`config.mk`:
```
export PLATFORM = sky130hd
export DESIGN_NAME = bus_mux_reg
export DESIGN_NICKNAME = d
export VERILOG_FILES = /design/src/rtl/cpu_bus_pkg.sv /design/src/rtl/bus_mux_reg_prio_enc.sv /design/src/rtl/bus_mux_reg.sv
export SDC_FILE = /design/constraint.sdc
export NUM_CORES = 1
export LEC_CHECK = 0
export ABC_AREA = 1
export CAP_MARGIN = 20
export CORE_AREA = 10 10 317 319
export CTS_BUF_LIST = sky130_fd_sc_hd__clkbuf_8
export DETAILED_ROUTE_END_ITERATION = 10
export DIE_AREA = 0 0 327 329
export SYNTH_ARGS = -nofsm -noshare
export SYNTH_HDL_FRONTEND = slang
export SYNTH_SLANG_ARGS = --single-unit
```
`constraint.sdc`:
```
create_clock -name clock -period 7.1 [get_ports clock]
set_input_delay 0.71 -clock clock [delete_from_list [all_inputs] [get_ports clock]]
set_output_delay 0.71 -clock clock [all_outputs]
set_load 0.02 [all_outputs]
```
`src/rtl/cpu_bus_pkg.sv`:
```
// +---------------------------------------------------------------------------+
// | cpu_bus_pkg -- shared CPU bus source indices and bus dimensions.           |
// | Revision: 1.0                                                             |
// +---------------------------------------------------------------------------+
`default_nettype none

package cpu_bus_pkg;

  localparam int SRC_R0     = 0;
  localparam int SRC_R1     = 1;
  localparam int SRC_R2     = 2;
  localparam int SRC_R3     = 3;
  localparam int SRC_R4     = 4;
  localparam int SRC_R5     = 5;
  localparam int SRC_R6     = 6;
  localparam int SRC_R7     = 7;
  localparam int SRC_R8     = 8;
  localparam int SRC_R9     = 9;
  localparam int SRC_R10    = 10;
  localparam int SRC_R11    = 11;
  localparam int SRC_R12    = 12;
  localparam int SRC_R13    = 13;
  localparam int SRC_R14    = 14;
  localparam int SRC_R15    = 15;
  localparam int SRC_HI     = 16;
  localparam int SRC_LO     = 17;
  localparam int SRC_ZHIGH  = 18;
  localparam int SRC_ZLOW   = 19;
  localparam int SRC_PC     = 20;
  localparam int SRC_MDR    = 21;
  localparam int SRC_INPORT = 22;
  localparam int SRC_CSIGN  = 23;

  localparam int N_BUS_SRC  = 24;
  localparam int BUS_WIDTH  = 32;

endpackage

`default_nettype wire

```
`src/rtl/bus_mux_reg_prio_enc.sv`:
```
// +---------------------------------------------------------------------------+
// | bus_prio_enc -- highest-index-wins priority encoder with multi-hot flag.   |
// | Revision: 1.0                                                             |
// +---------------------------------------------------------------------------+
`default_nettype none

module bus_prio_enc #(
  parameter int N_SRC = 24,
  parameter int IDX_W = $clog2(N_SRC)
) (
  input  logic [N_SRC-1:0] en,
  output logic             any,
  output logic [IDX_W-1:0] idx,
  output logic             multi
);

  // Ascending scan: the last set bit seen is the highest and wins.
  always_comb begin
    any   = 1'b0;
    multi = 1'b0;
    idx   = '0;
    for (int i = 0; i < N_SRC; i++) begin
      if (en[i]) begin
        multi = multi | any;
        any   = 1'b1;
        idx   = IDX_W'(i);
      end
    end
  end

endmodule

`default_nettype wire

```
`src/rtl/bus_mux_reg.sv`:
```
// +---------------------------------------------------------------------------+
// | bus_mux_reg -- registered priority bus mux with conflict detection.        |
// | Revision: 1.0                                                             |
// +---------------------------------------------------------------------------+
`default_nettype none

module bus_mux_reg
  import cpu_bus_pkg::*;
#(
  parameter int WIDTH = BUS_WIDTH,
  parameter int N_SRC = N_BUS_SRC,
  parameter int CNT_W = 8,
  parameter int SEL_W = $clog2(N_SRC)
) (
  input  logic                   clock,
  input  logic                   clear,
  input  logic [N_SRC*WIDTH-1:0] src_data,
  input  logic [N_SRC-1:0]       src_out,
  input  logic                   conflict_clr,
  output logic [WIDTH-1:0]       bus_out,
  output logic                   bus_valid,
  output logic [SEL_W-1:0]       bus_sel,
  output logic                   conflict,
  output logic                   conflict_sticky,
  output logic [CNT_W-1:0]       conflict_cnt
);

  localparam logic [CNT_W-1:0] CNT_MAX = {CNT_W{1'b1}};

  logic             any;
  logic             multi;
  logic [SEL_W-1:0] win_idx;
  logic [WIDTH-1:0] win_word;

  bus_prio_enc #(
    .N_SRC (N_SRC),
    .IDX_W (SEL_W)
  ) u_prio_enc (
    .en    (src_out),
    .any   (any),
    .idx   (win_idx),
    .multi (multi)
  );

  always_comb begin
    win_word = '0;
    for (int i = 0; i < N_SRC; i++) begin
      if (win_idx == SEL_W'(i)) begin
        win_word = src_data[i*WIDTH +: WIDTH];
      end
    end
  end

  always_ff @(posedge clock) begin
    if (clear) begin
      bus_out         <= '0;
      bus_valid       <= 1'b0;
      bus_sel         <= '0;
      conflict        <= 1'b0;
      conflict_sticky <= 1'b0;
      conflict_cnt    <= '0;
    end else begin
      bus_valid <= any;
      conflict  <= multi;
      if (any) begin
        bus_out <= win_word;
        bus_sel <= win_idx;
      end
      // A conflict coinciding with a clear request is kept as the first new count.
      if (conflict_clr) begin
        conflict_sticky <= multi;
        conflict_cnt    <= multi ? CNT_W'(1) : '0;
      end else if (multi) begin
        conflict_sticky <= 1'b1;
        if (conflict_cnt != CNT_MAX) begin
          conflict_cnt <= conflict_cnt + CNT_W'(1);
        end
      end
    end
  end

endmodule

`default_nettype wire

```
==> metrics.txt <==
max cap viols 0; initial antenna violation count 37; largest family of logic cells by synthesized area simple AND/OR/NAND/NOR gates; VDD IR-drop max 0.0802 mV; Synth cell types 42; post-CTS setup buffer count 0; Synthesis Warnings 0; nets 3423; Overall Global Routing Usage between 15 and 20%; Syn Std Cell Area 8620 um2; die area 108000 um2; Post-CTS Hold Buffers 0; std cell rows approximately 110; routability cong. between 0.9 and 1; Area contributors post-synth nand2_1 28%, nor2_1 17%, dfxtp_1 11%, inv_1 11%, nand4_1 11%; vias 15100; DRC errors left 0; CTS root buf clkbuf_8; Avg Cell Area, Syn 4.73 um2; DP Worst Slack around 1 ns; ANT nets after route 0; WL final 101000 um; outcome completed; Min-Delay Path Class register to register; Max-slew headroom a little over a third; first-pass GRT wire length 132000 um; WP data arrival 5.84 ns; max-slew violation total from the final report 0; Remaining Overflow, GRT 0; Max Clk Rate between 150 and 200 MHz; CP max FO 20; EDFF count, synth 0; ys flop type dfxtp_1; Final WS setup 1.54 ns; hold depth 2; Clk Latency, worst-skew pair 0.36 ns; PD cells 68.5 nW/um2; cell repeated most along the worst path nand2_1; simple-gate share of the synthesized area 64.0%; Final setup violation count 0; crit path time final around 5.6 ns; Num CTS Buffers 5; RR Endpoint conflict_cnt[7]; clock buffer depth 2; # fillers 11100; Post-CTS Resized 0; DR iter-0 viols 1092; core area roughly 94000 um2; Area growth syn-to-layout 117%; Starting Density 9.14%; crit path kind input port to register; Reg2Reg Depth 11; first drt pass iteration count 5; Crit-path slowest cell nor2_1; Worst-Margin Slew 0.956 ns; clk_skew around 0.009 ns; post-synthesis mux area share 0%; LEAKAGE between 0.007 and 0.008 uW; slowest cell delay on critical path 0.52 ns; Synth Net Count between 2000 and 3000; Endpoint, Worst Hold bus_out[15]; Async SR Flop Fraction 0%; DP Wirelength 90200 um; CP Capture Type register; unrepaired setup endpoints after global routing no; die width 327 um; register area 961 um2; WP data required around 7.4 ns; Hold Fails Final Rpt 0; Startpoint Class input port; Clock Sinks 48; share of cells above drive strength 1 4.57%; register area share after synthesis 11.1%; vias in the first global route 15500; commonest non-fill, non-tap cell in the layout clkdlybuf4s50_1; commonest cells after routing, fill and taps aside 841 x clkdlybuf4s50_1, 654 x nand2_1, 380 x nor2_1; post-synthesis cell count roughly 1800; H-tree levels 2; part of the cycle the worst path needs 78.4%; Worst Path Buf+Inv 4; Die Ht 329 um; I/O pin cnt 843; Routed WL per cell 26.0 um; largest net degree at the start of global routing 41; final instance area 18700 um2; Worst R2R Setup Slack 5.17 ns; vias per cell 3.86; leading area contributor after synthesis nand2_1; port bufs 842; flops & latches, synth 48; compound-gate portion of the synthesized area 8.20%; Worst-path clk slew 0.13 ns; Fin Hold WS approximately 0.46 ns; Synth Area in XOR/XNOR 0%; DP Area 18600 um2; footprint of the multi-input gates 6330 um2; r2r startpoint conflict_cnt[1]; CTS tree built; hold_sp bus_out[15]; setup TNS 0 ns; CP top delay family simple AND/OR/NAND/NOR gates; fraction of the mapped netlist area in adder cells 0.145%; post-synth top area share between 20% and 30%
==> layout make-up <==
| type | instances | share of cell area, % |
|---|---|---|
| antenna | 11 | 0.147 |
| clock buffer | 5 | 0.368 |
| multi-input combinational | 1432 | 33.8 |
| inverter | 265 | 5.34 |
| timing repair buffer | 875 | 46.4 |
| sequential | 48 | 5.13 |
| clock inverter | 3 | 0.368 |
| tap | 1265 | 8.45 |
==> per-stage QoR <==
step                power (uW)  std cells  utilization, %
floorplan                  440       1822               -
global placement          1010       3885            19.7
detailed placement        1010       3885            19.7
CTS                       1310       3893            19.8
global route              1350       3900            19.8
finish                    1280       3904            19.9
==> worst max path at each step <==
stage                  to  depth (start not counted)  slack [ns]         from
2_1_floorplan  bus_out[2]                         27        3.88  src_out[23]
3_3_place_gp   bus_out[8]                         41        0.96   src_out[1]
3_5_place_dp   bus_out[8]                         30        0.99   src_out[3]
4_1_cts        bus_out[8]                         30        1.41   src_out[3]
5_1_grt        bus_out[8]                         41        1.01   src_out[1]
6_report       bus_out[8]                         30        1.54   src_out[3]
==> cells in the mapped netlist (2+ instances only) <==
cell           instances
nor3_1                 6
inv_1                250
nand3_1               44
nor2_4                 6
inv_2                 11
dlygate4sd3_1          2
clkbuf_8               2
buf_6                  2
buf_4                  4
clkinv_1               2
nand4_1              145
nand4_2                2
dlygate4sd1_1          8
nand2_4                3
o21ai_0               17
inv_4                  2
a211oi_1               3
or2_1                  3
or2_2                 11
a21oi_1               94
nand2_2                6
dfxtp_1               48
nor2_1               393
clkbuf_1              33
nor2_2                19
o21ai_1               13
buf_2                 25
nand2_1              654
==> worst register-to-register path: stages (launching register included) <==
cell	delay, ns
dfxtp_1	0.42
ha_1	0.18
nand2_1	0.09
inv_1	0.09
nand2_1	0.06
nor3_1	0.21
inv_1	0.06
nand2_1	0.16
inv_1	0.11
nor2_1	0.21
o21ai_0	0.10
nor3b_1	0.14
==> power by group <==
group	leakage, uW	switching (uW)	internal (uW)
Combinational	0.00730	246	456
Sequential	0.000398	12.0	287
Clock	0.0000688	139	142
==> sequential cells by signal, summed over array words and instances, names as in the netlist <==
| signal | flops |
|---|---|
| bus_out | 32 |
| conflict_cnt | 8 |
| bus_sel | 5 |
| bus_valid | 1 |
| conflict | 1 |
| conflict_sticky | 1 |
==> logic make-up (layout without fill, tap and decap cells) <==
group / after synthesis / in the layout
other: 0 / 11
AOI/OAI and AO/OA: 134 / 134
adders and majority gates: 1 / 1
buffers and inverters: 342 / 1148
DFF: 48 / 48
and+or+nand+nor: 1297 / 1297
==> routing by layer <==
metal  wire, um  track usage, %
met5        127               0
met4       1590            3.19
met3       8270            4.83
met2      50000            31.4
met1      41400            21.3
Power figures use the tool's default switching activity.
==> edit 1: new RTL, same flow settings <==
Add an input register stage for `src_out`; this delays it by one clock. The other inputs are not delayed to match.
--- a/src/rtl/bus_mux_reg.sv
+++ b/src/rtl/bus_mux_reg.sv
@@ -27,6 +27,12 @@
 
   localparam logic [CNT_W-1:0] CNT_MAX = {CNT_W{1'b1}};
 
+  logic [N_SRC-1:0] src_out_q;
+
+  always_ff @(posedge clock) begin
+    src_out_q <= src_out;
+  end
+
   logic             any;
   logic             multi;
   logic [SEL_W-1:0] win_idx;
@@ -36,7 +42,7 @@
     .N_SRC (N_SRC),
     .IDX_W (SEL_W)
   ) u_prio_enc (
-    .en    (src_out),
+    .en    (src_out_q),
     .any   (any),
     .idx   (win_idx),
     .multi (multi)
Function: changed (a bounded check fails within 4 cycles, from zero or initial values).
==> edit 1 against the original RTL <==
  * Setup slack lost 0.21 ns
  * Largest power group unchanged
  * Total power up 17%
  * Routed wire length shrank 2.6%
  * Fmax is 3.6% lower
  * Design area increased by 1.3%
  * Synthesized area rose by 1.6%
  * Die area did not move
  * Clock power up 28%
  * Sequential share of layout area rose by 2.5 points
  * Critical endpoint is now bus_out[7]$_SDFFE_PP0P_
  * Count of clock-buffer cells in the layout is 4 higher
  * Sequential cell count grew 24
==> edit 1: results <==
export IMPL_status="completed"
export IMPL_wl_met1_um=40900
export IMPL_path_max_fanout=37
export IMPL_synth_cell_type_count=37
export IMPL_hpwl_um=86200
export IMPL_drtIter0Drc=1023
export IMPL_n_fill_cell=11000
export IMPL_antenna_found_initial=24
export IMPL_synth_top_cells_by_count="665 x nand2_1, 416 x nor2_1, 227 x inv_1"
export IMPL_h_tree_depth=3
export IMPL_multiInputGateArea_sq_um=6180
export IMPL_synth_fp_nets=2606
export IMPL_reg_largest_list="bus_out x32, src_out_q x24, conflict_cnt x8"
export IMPL_drt_pass1_iterations=8
export IMPL_yosysSeqAreaShare=0.165
export IMPL_reg2regPathDepth=25
export IMPL_synthCells=1810
export IMPL_nNetsFinal=3409
export IMPL_leakage_nw=7.91
export IMPL_met2WireLength_um=48500
export IMPL_grt_pass1_wl_um=130000
export IMPL_placed_cell_area_sq_um=18800
export IMPL_viasPerCell=3.90
export IMPL_switching_power_mw=0.484
export IMPL_gp_congestion=0.894
export IMPL_wl_um=98800
export IMPL_clock_latency_ns=0.41
export IMPL_slew_headroom=0.328
edit 1: cell families (layout without fill, tap and decap cells):
family	count (synthesis)	after routing	share of synthesized area
AOI/OAI and AO/OA	123	123	0.0751
adders and majority gates	1	1	0.00143
DFF	72	72	0.165
and+or+nand+nor	1291	1291	0.614
other	0	11	0
buffers and inverters	320	1128	0.142
xor gates and xnor gates	3	3	0.00300
edit 1: layer usage:
layer / global-route usage / vias to the layer above
li1: - / 7228
met1: 0.208 / 7055
met2: 0.305 / 799
met3: 0.0407 / 78
met4: 0.0416 / 8
met5: 0 / -
edit 1: power groups by stage:
stage                     sequential, mW  combinational (mW)  clock, mW
after floorplan                    0.472               0.108          0
after global placement             0.455               0.694          0
after detailed placement           0.455               0.693          0
after CTS                          0.446               0.698      0.379
after global routing               0.449               0.736      0.385
final                              0.446               0.691      0.362
edit 1: area by class of cell:
cell class,count,share of cell area
sequential,72,0.0761
clock buffer,9,0.00653
multi-input combinational,1418,0.326
antenna,11,0.00145
inverter,243,0.0483
clock inverter,7,0.00336
timing repair buffer,869,0.455
tap,1265,0.0834
edit 1: worst paths after layout:
path	start	to	slack [ns]
min reg2reg	bus_out[7]$_SDFFE_PP0P_	bus_out[7]$_SDFFE_PP0P_	0.46
max reg2reg	src_out_q[23]$_DFF_P_	bus_out[7]$_SDFFE_PP0P_	1.33
min	bus_out[7]$_SDFFE_PP0P_	bus_out[7]$_SDFFE_PP0P_	0.46
max	src_out_q[23]$_DFF_P_	bus_out[7]$_SDFFE_PP0P_	1.33
==> edit 2: new RTL, same flow settings <==
Made on the original files. `CNT_W`: 8 -> 10.
--- a/src/rtl/bus_mux_reg.sv
+++ b/src/rtl/bus_mux_reg.sv
@@ -9,7 +9,7 @@
 #(
   parameter int WIDTH = BUS_WIDTH,
   parameter int N_SRC = N_BUS_SRC,
-  parameter int CNT_W = 8,
+  parameter int CNT_W = 10,
   parameter int SEL_W = $clog2(N_SRC)
 ) (
   input  logic                   clock,
Interface: changed (resized conflict_cnt); port bits go from 843 to 845. The function was not compared with the original's and may differ.
==> edit 2 against the original RTL <==
  * Setup slack got worse by 0.065 ns
  * Synthesized cell count decreased by 1.0%
  * Critical endpoint is now bus_out[3]$_SDFFE_PP0P_
  * Non-clock buffer count decreased by 1
  * Critical path type unchanged
  * Total power increased by 0.33%
  * Clock power decreased by 8.2%
  * Largest cell class unchanged
  * Routed wire length increased by 0.30%
  * Synthesized area increased by 2.5%
  * Design area increased by 0.61%
  * Sequential power increased by 3%
  * Worst hold slack improved by 0.00077 ns
  * First-iteration DRC count about the same
  * Sequential cell count increased by 2
==> edit 2: results <==
export IMPL_synth_area_leaders="nand2_1 26%, nor2_1 16%, dfxtp_1 11%"
export IMPL_hpwl_um=90300
export IMPL_n_fill_cell=11000
export IMPL_gp_congestion=0.958
export IMPL_seq_cell_count=50
export IMPL_clk_power_mw=0.259
export IMPL_synth_top_cells_by_count="617 x nand2_1, 378 x nor2_1, 254 x inv_1"
export IMPL_viasPerCell=3.90
export IMPL_n_antenna_cell=9
export IMPL_crit_arrival_ns=5.90
export IMPL_multiInputGateArea_sq_um=6410
export IMPL_worst_path_max_delay_cell="clkdlybuf4s50_1"
export IMPL_grt_pass1_vias=15700
export IMPL_buffer_area_frac=0.460
export IMPL_synth_fp_nets=2599
export IMPL_synth_compound_area_frac=0.0908
export IMPL_finalClockSkew_ns=0.0302
export IMPL_status="completed"
export IMPL_inv_count=272
export IMPL_reg_largest_list="bus_out x32, conflict_cnt x10, bus_sel x5"
export IMPL_irDropWorstVdd_mv=0.0880
export IMPL_reg2regPathDepth=14
export IMPL_pwr_share_clk=0.201
export IMPL_met3_usage=0.0575
export IMPL_synthAdderAreaFrac=0.00142
export IMPL_wl_met3_um=9850
export IMPL_drive_gt1_frac=0.0494
export IMPL_numCtsBuffers=5
export IMPL_grt_pass1_wl_um=132000
export IMPL_met2WireLength_um=47800
export IMPL_regArea_sq_um=1000
export IMPL_synth_cell_type_count=52
export IMPL_port_buffers=844
export IMPL_n_clock_buffer=6
export IMPL_multi_input_area_share=0.340
export IMPL_leakage_nw=7.73
export IMPL_wl_met1_um=42200
export IMPL_seq_power_mw=0.309
export IMPL_grt_use_total=0.177
export IMPL_wl_per_cell_um=26.2
export IMPL_path_max_fanout=13
export IMPL_dp_cells=3870
export IMPL_final_clk_cell_share=0.00644
export IMPL_dp_slack_ns=0.998
export IMPL_num_vias=15200
export IMPL_grtUsageMet1=0.218
export IMPL_tightest_slew_ns=1.10
export IMPL_multi_input_cells=1409
export IMPL_drtIter0Drc=1091
export IMPL_synthCells=1803
export IMPL_antenna_found_initial=26
## edit 2: cell types whose count changed after synthesis, moves of 4 or more
cell | unedited run | this run
clkbuf_1 | 33 | 19
inv_1 | 250 | 254
nand2_1 | 654 | 617
nand3_1 | 44 | 20
nand4_1 | 145 | 160
nor2_1 | 393 | 378
nor2_2 | 19 | 33
nor3_1 | 6 | 10
o21ai_0 | 17 | 10
o21ai_1 | 13 | 27
or2_2 | 11 | 6
## edit 2: path summary, 6_finish.rpt
path,start,endpoint,slack [ns]
worst min register to register,bus_out[5]$_SDFFE_PP0P_,bus_out[5]$_SDFFE_PP0P_,0.46
worst max register to register,conflict_cnt[0]$_SDFFE_PP0P_,conflict_cnt[9]$_SDFFE_PP0P_,4.97
worst min-delay path,bus_out[5]$_SDFFE_PP0P_,bus_out[5]$_SDFFE_PP0P_,0.46
worst max-delay path,src_out[2],bus_out[3]$_SDFFE_PP0P_,1.47
